==> src/rtl/seq_divider_pkg.sv <==
// seq_divider_pkg: shared FSM state encoding and default operand width for seq_divider.
package seq_divider_pkg;
   localparam int DEFAULT_WIDTH = 8;
   typedef enum logic [1:0] {IDLE, RUN, DONE} state_t;
endpackage

==> src/rtl/seq_divider_div_step.sv <==
// div_step: one restoring-division trial subtraction, built on the ripple carry-propagate adder rca.
module rca #(parameter int N = 9) (
   input  logic [N-1:0] a,
   input  logic [N-1:0] b,
   input  logic         ci,
   output logic [N-1:0] s,
   output logic         co
);
   logic [N:0] c;
   assign c[0] = ci;
   genvar i;
   generate
      for (i = 0; i < N; i++) begin : g_bit
         assign s[i]   = a[i] ^ b[i] ^ c[i];
         assign c[i+1] = (a[i] & b[i]) | (c[i] & (a[i] ^ b[i]));
      end
   endgenerate
   assign co = c[N];
endmodule

module div_step #(parameter int WIDTH = 8) (
   input  logic [WIDTH:0]   partial,
   input  logic [WIDTH-1:0] divisor,
   output logic [WIDTH-1:0] diff,
   output logic             nonneg
);
   logic [WIDTH:0] sum;
   logic           co;
   rca #(.N(WIDTH+1)) u_rca (
      .a  (partial),
      .b  (~{1'b0, divisor}),
      .ci (1'b1),
      .s  (sum),
      .co (co)
   );
   // no borrow means partial >= divisor; the difference then always fits WIDTH bits
   assign nonneg = co & ~sum[WIDTH];
   assign diff   = sum[WIDTH-1:0];
endmodule

==> src/rtl/seq_divider.sv <==
// seq_divider: radix-2 restoring sequential divider with valid/ready handshakes.
// Define SEQ_DIVIDER_SIGNED_EN for two's-complement operands (truncating quotient, remainder follows dividend).
module seq_divider
   import seq_divider_pkg::*;
#(
   parameter int WIDTH = DEFAULT_WIDTH
) (
   input  logic             clk,
   input  logic             rst,
   input  logic             in_valid,
   output logic             in_ready,
   input  logic [WIDTH-1:0] dividend,
   input  logic [WIDTH-1:0] divisor,
   output logic             out_valid,
   input  logic             out_ready,
   output logic [WIDTH-1:0] quotient,
   output logic [WIDTH-1:0] remainder,
   output logic             div_by_zero
);
   localparam int CW = (WIDTH > 2) ? $clog2(WIDTH) : 1;
   state_t           state, state_nx;
   logic [WIDTH-1:0] rem, qsh, dvs, ma, mb, q_nx, r_nx, q_fix, r_fix;
   logic [WIDTH:0]   partial;
   logic [CW-1:0]    cnt;
   logic             a_neg, b_neg, q_neg, r_neg, nonneg, accept;
   logic [WIDTH-1:0] diff;
`ifdef SEQ_DIVIDER_SIGNED_EN
   assign a_neg = dividend[WIDTH-1];
   assign b_neg = divisor[WIDTH-1];
`else
   assign a_neg = 1'b0;
   assign b_neg = 1'b0;
`endif
   assign ma      = a_neg ? -dividend : dividend;
   assign mb      = b_neg ? -divisor : divisor;
   assign accept  = in_valid && in_ready;
   assign partial = {rem, qsh[WIDTH-1]};
   div_step #(.WIDTH(WIDTH)) u_step (
      .partial (partial),
      .divisor (dvs),
      .diff    (diff),
      .nonneg  (nonneg)
   );
   assign r_nx  = nonneg ? diff : partial[WIDTH-1:0];
   assign q_nx  = {qsh[WIDTH-2:0], nonneg};
   // sign fix-up folds into the final iteration edge; most-negative / -1 wraps naturally
   assign q_fix = q_neg ? -q_nx : q_nx;
   assign r_fix = r_neg ? -r_nx : r_nx;
   always_ff @(posedge clk or posedge rst) begin
      if (rst) state <= IDLE;
      else     state <= state_nx;
   end
   always_comb begin
      state_nx = state == IDLE ? (accept ? (divisor == '0 ? DONE : RUN) : IDLE)
               : state == RUN  ? (cnt == '0 ? DONE : RUN)
               : (out_ready ? IDLE : DONE);
   end
   always_comb begin
      in_ready  = state == IDLE;
      out_valid = state == DONE;
   end
   always_ff @(posedge clk or posedge rst) begin
      if (rst) begin
         rem         <= '0;
         qsh         <= '0;
         dvs         <= '0;
         cnt         <= '0;
         q_neg       <= 1'b0;
         r_neg       <= 1'b0;
         quotient    <= '0;
         remainder   <= '0;
         div_by_zero <= 1'b0;
      end else if (accept) begin
         rem   <= '0;
         qsh   <= ma;
         dvs   <= mb;
         cnt   <= CW'(WIDTH-1);
         q_neg <= a_neg ^ b_neg;
         r_neg <= a_neg;
         if (divisor == '0) begin
            quotient    <= '1;
            remainder   <= dividend;
            div_by_zero <= 1'b1;
         end
      end else if (state == RUN) begin
         rem <= r_nx;
         qsh <= q_nx;
         cnt <= cnt - CW'(1);
         if (cnt == '0) begin
            quotient    <= q_fix;
            remainder   <= r_fix;
            div_by_zero <= 1'b0;
         end
      end
   end
endmodule
==> config.mk <==
export PLATFORM = sky130hd
export DESIGN_NAME = seq_divider
export DESIGN_NICKNAME = d
export VERILOG_FILES = /design/src/rtl/seq_divider_pkg.sv /design/src/rtl/seq_divider_div_step.sv /design/src/rtl/seq_divider.sv
export SDC_FILE = /design/constraint.sdc
export NUM_CORES = 1
export LEC_CHECK = 0
export CAP_MARGIN = 20
export CELL_PAD_IN_SITES_DETAIL_PLACEMENT = 1
export CELL_PAD_IN_SITES_GLOBAL_PLACEMENT = 2
export CORE_ASPECT_RATIO = 0.5
export CORE_MARGIN = 4
export CORE_UTILIZATION = 30
export DETAILED_ROUTE_END_ITERATION = 16
export PLACE_DENSITY = 0.78
export SLEW_MARGIN = 10
export SYNTH_ARGS = -nofsm -noshare
export SYNTH_HDL_FRONTEND = slang
export SYNTH_SLANG_ARGS = --single-unit
export TNS_END_PERCENT = 20
==> constraint.sdc <==
create_clock -name clk -period 6.2 [get_ports clk]
set_input_delay 0.93 -clock clk [delete_from_list [all_inputs] [get_ports clk]]
set_output_delay 0.93 -clock clk [all_outputs]
set_load 0.02 [all_outputs]
==> out/qor.csv <==
stage,metric,value,unit
outcome,outcome,"finished, final reports clean",
cts,ctsRootBufferMaster,clkbuf_16,
critical_path,cp_max_fo,8,
cts,cts.sinks,46,
pwr,switchingPower,746,uW
synthesis,yosys_warnings,0,
final_layout,seq_area,1150,um2
flow_run,cap_violations,0,
place,dpl.hpwl,4430,um
critical_path,crit_path_end_kind,flop,
final_layout,n_fill_cell,760,
global_routing,grt_max_degree,47,
drt,num_vias,1763,
floorplanning,core-area,6960,um2
min_path,hold_class,reg -> reg,
timing,timing.final.hold_violations,0,
critical_path,start_kind,flop,
synthesis,syn-mean-instance-area,10.1,um2
synthesis,yosysUniqueCellTypes,34,
pwr,power_frac_comb,52.7,%
pwr,powerDensity,623,nW/um2
global_routing,track_usage,14.7,%
cts,cts_tree,done,
timing,slew_violations,0,
drt,ant_nets,0,
timing,slew_headroom,38.5,%
final_layout,fin_util,41.1,%
place,gp_congestion,0.796,
drt,totalWireLength,6140,um
pwr,p_clk_share,15.4,%
pwr,p_seq_share,31.9,%
timing,final-setup-viol-count,0,
final_layout,multi_input_area,988,um2
final_layout,syn2layout_area_growth,27.6,%
timing,rsz0062_at_grt,false,
final_layout,fin_nets,291,
global_routing,antenna_found_initial,0,
drt,dr.pass1.iters,4,
critical_path,cp.required,6360,ps
cts,cts-resized-gates,0,
cts,clk_pin_slew,60,ps
cts,clock_latency,290,ps
pwr,ir_drop,0.000180,V
pwr,p_int,1040,uW
cts,hold_buffers,0,
critical_path,worstSetupPathType,reg -> reg,
global_routing,first_global_vias,1967,
floorplanning,die_h,69.1,um
floorplanning,dieWidth,130,um
global_routing,grt-ovfl-total,0,
final_layout,diodes,0,
synthesis,syn_nets,253,
global_routing,grt_pass1_wl,10400,um
timing,fmax,0.218,GHz
timing,final.period_utilization,73.8,%
cts,cts_buffers,5,
drt,wl_per_cell,17.3,um
pwr,swShare,41.9,%
timing,final.setup.tns,0,ps
synthesis,seq_area_frac_synth,51.3,%
pwr,cellLeakagePower,0.00129,uW
floorplanning,die_area,9010,um2
cts,clock_path_buffers,2,
synthesis,ys_ff_latch,46,
timing,worst_slew_pin_slew,915,ps
floorplanning,rows,21,
critical_path,cp.arrival,4740,ps
cts,htree_levels,2,
floorplanning,pin_count,39,
drt,routed_via_density,4.98,
floorplanning,start_util,32.2,%
place,port_buffers,38,
cts,cts_setup_buffers,0,
timing,post-route-min-period,4580,ps
timing,skew,6.48,ps
final_layout,layout-drive-gt1-share,6.87,%
synthesis,netlist_area,2240,um2
synthesis,netlist_instances,223,
drt,drc_errors,0,
drt,drtIter0Drc,80,
-- registers in the layout, indices dropped and copies added (netlist names) --
register	count
cnt	3
state	2
qsh	8
remainder	8
quotient	8
div_by_zero	1
dvs	8
rem	8
-- area by class of cell --
cell class	instances	share of cell area, %
Clock inverter	1	0.175
Tap cell	92	4.02
Sequential cell	46	40.2
Clock buffer	7	4.98
Inverter	15	1.97
Multi-Input combinational cell	152	34.5
Timing Repair Buffer	41	14.1
-- per-layer routing --
metal | share of wire [%] | up-vias | track usage, %
met5 | 0 | - | 0
met2 | 45 | 41 | 22.6
li1 | - | 829 | -
met4 | 1.0 | 0 | 4.15
met3 | 4.8 | 5 | 2.93
met1 | 49 | 888 | 20.9
-- cells by family (layout without fill, tap and decap cells) --
kind of cell	count (synthesis)	after routing	share of synthesized area (%)
buf+inv	25	64	4.85
compound gates	39	39	12.7
xor+xnor	3	3	1.17
flops	46	46	51.3
simple gates	93	93	18.8
mux	7	7	3.29
fa+ha+maj	10	10	7.92
-- final timing paths --
kind,startpoint,endpoint,slack [ps],depth (start not counted)
setup reg to reg,qsh[7],remainder[1],1620,16
setup / recovery,qsh[7],remainder[1],1620,16
max in group asynchronous,rst,rem[0],4700,3
hold / removal,div_by_zero,div_by_zero,480,2
hold reg to reg,div_by_zero,div_by_zero,480,2
min in group asynchronous,rst,qsh[5],1100,3
-- cells in the mapped netlist --
master,instances,area share [%]
a221o_1,8,3.6
nand3_1,7,1.6
nor3b_1,1,0.33
or3_4,1,0.50
a31oi_1,1,0.28
a22oi_1,5,1.7
a211oi_1,5,1.7
and3_1,1,0.28
dfrtp_1,46,51
mux2_2,3,1.5
inv_1,15,2.5
or3_1,2,0.56
nor3_4,1,0.73
or4_1,1,0.33
a21oi_1,5,1.1
a2bb2oi_1,1,0.39
or3b_4,1,0.50
a311oi_1,1,0.39
and2_1,3,0.84
xnor2_1,2,0.78
nor2_1,18,3.0
mux2i_1,4,1.8
xor2_1,1,0.39
ha_1,3,1.7
o221a_1,2,1.0
o21ai_0,10,2.2
fa_1,7,6.2
or4_4,1,0.50
nor3_1,1,0.22
o211ai_1,1,0.33
nor2b_1,2,0.56
nand2_1,53,8.9
buf_6,2,1.0
clkbuf_1,8,1.3
-- metrics by stage --
stage | instances | hold slack [ps] | setup slack, ps | cell area, um2 | power [uW]
global placement | 346 | 461 | 1880 | 2710 | 1450
CTS | 354 | 489 | 1570 | 2860 | 1810
global route | 354 | 531 | 1300 | 2860 | 1930
detailed placement | 346 | 473 | 1630 | 2710 | 1520
floorplan | 223 | 448 | 2200 | 2240 | 1180
finish | 354 | 479 | 1620 | 2860 | 1780
-- cell usage in the layout, fill, tap and decap left out, types with 3 or more instances in the layout --
cell type,count
nand2_1,53
dfrtp_1,46
clkdlybuf4s50_1,38
nor2_1,18
inv_1,14
o21ai_0,10
a221o_1,8
nand3_1,7
fa_1,7
a21oi_1,5
a22oi_1,5
a211oi_1,5
clkbuf_16,5
mux2i_1,4
and2_1,3
mux2_2,3
ha_1,3
buf_4,3
-- power by group through the flow --
stage / sequential, uW / combinational [uW] / clock [uW]
after floorplan: 602 / 579 / 0
after CTS: 571 / 958 / 277
final: 569 / 939 / 274
after global placement: 562 / 893 / 0
after detailed placement: 574 / 944 / 0
after global routing: 589 / 1050 / 288
-- critical path, stage by stage, from the launching register on --
cell and delay, ps:
dfrtp_1 390, inv_1 80, ha_1 150, inv_1 50, fa_1 360, inv_1 90, fa_1 200, fa_1 200
fa_1 160, inv_1 50, fa_1 380, fa_1 400, fa_1 480, xnor2_1 760, mux2i_1 340, nor2_1 70
a221o_1 290
Power figures use the tool's default switching activity.
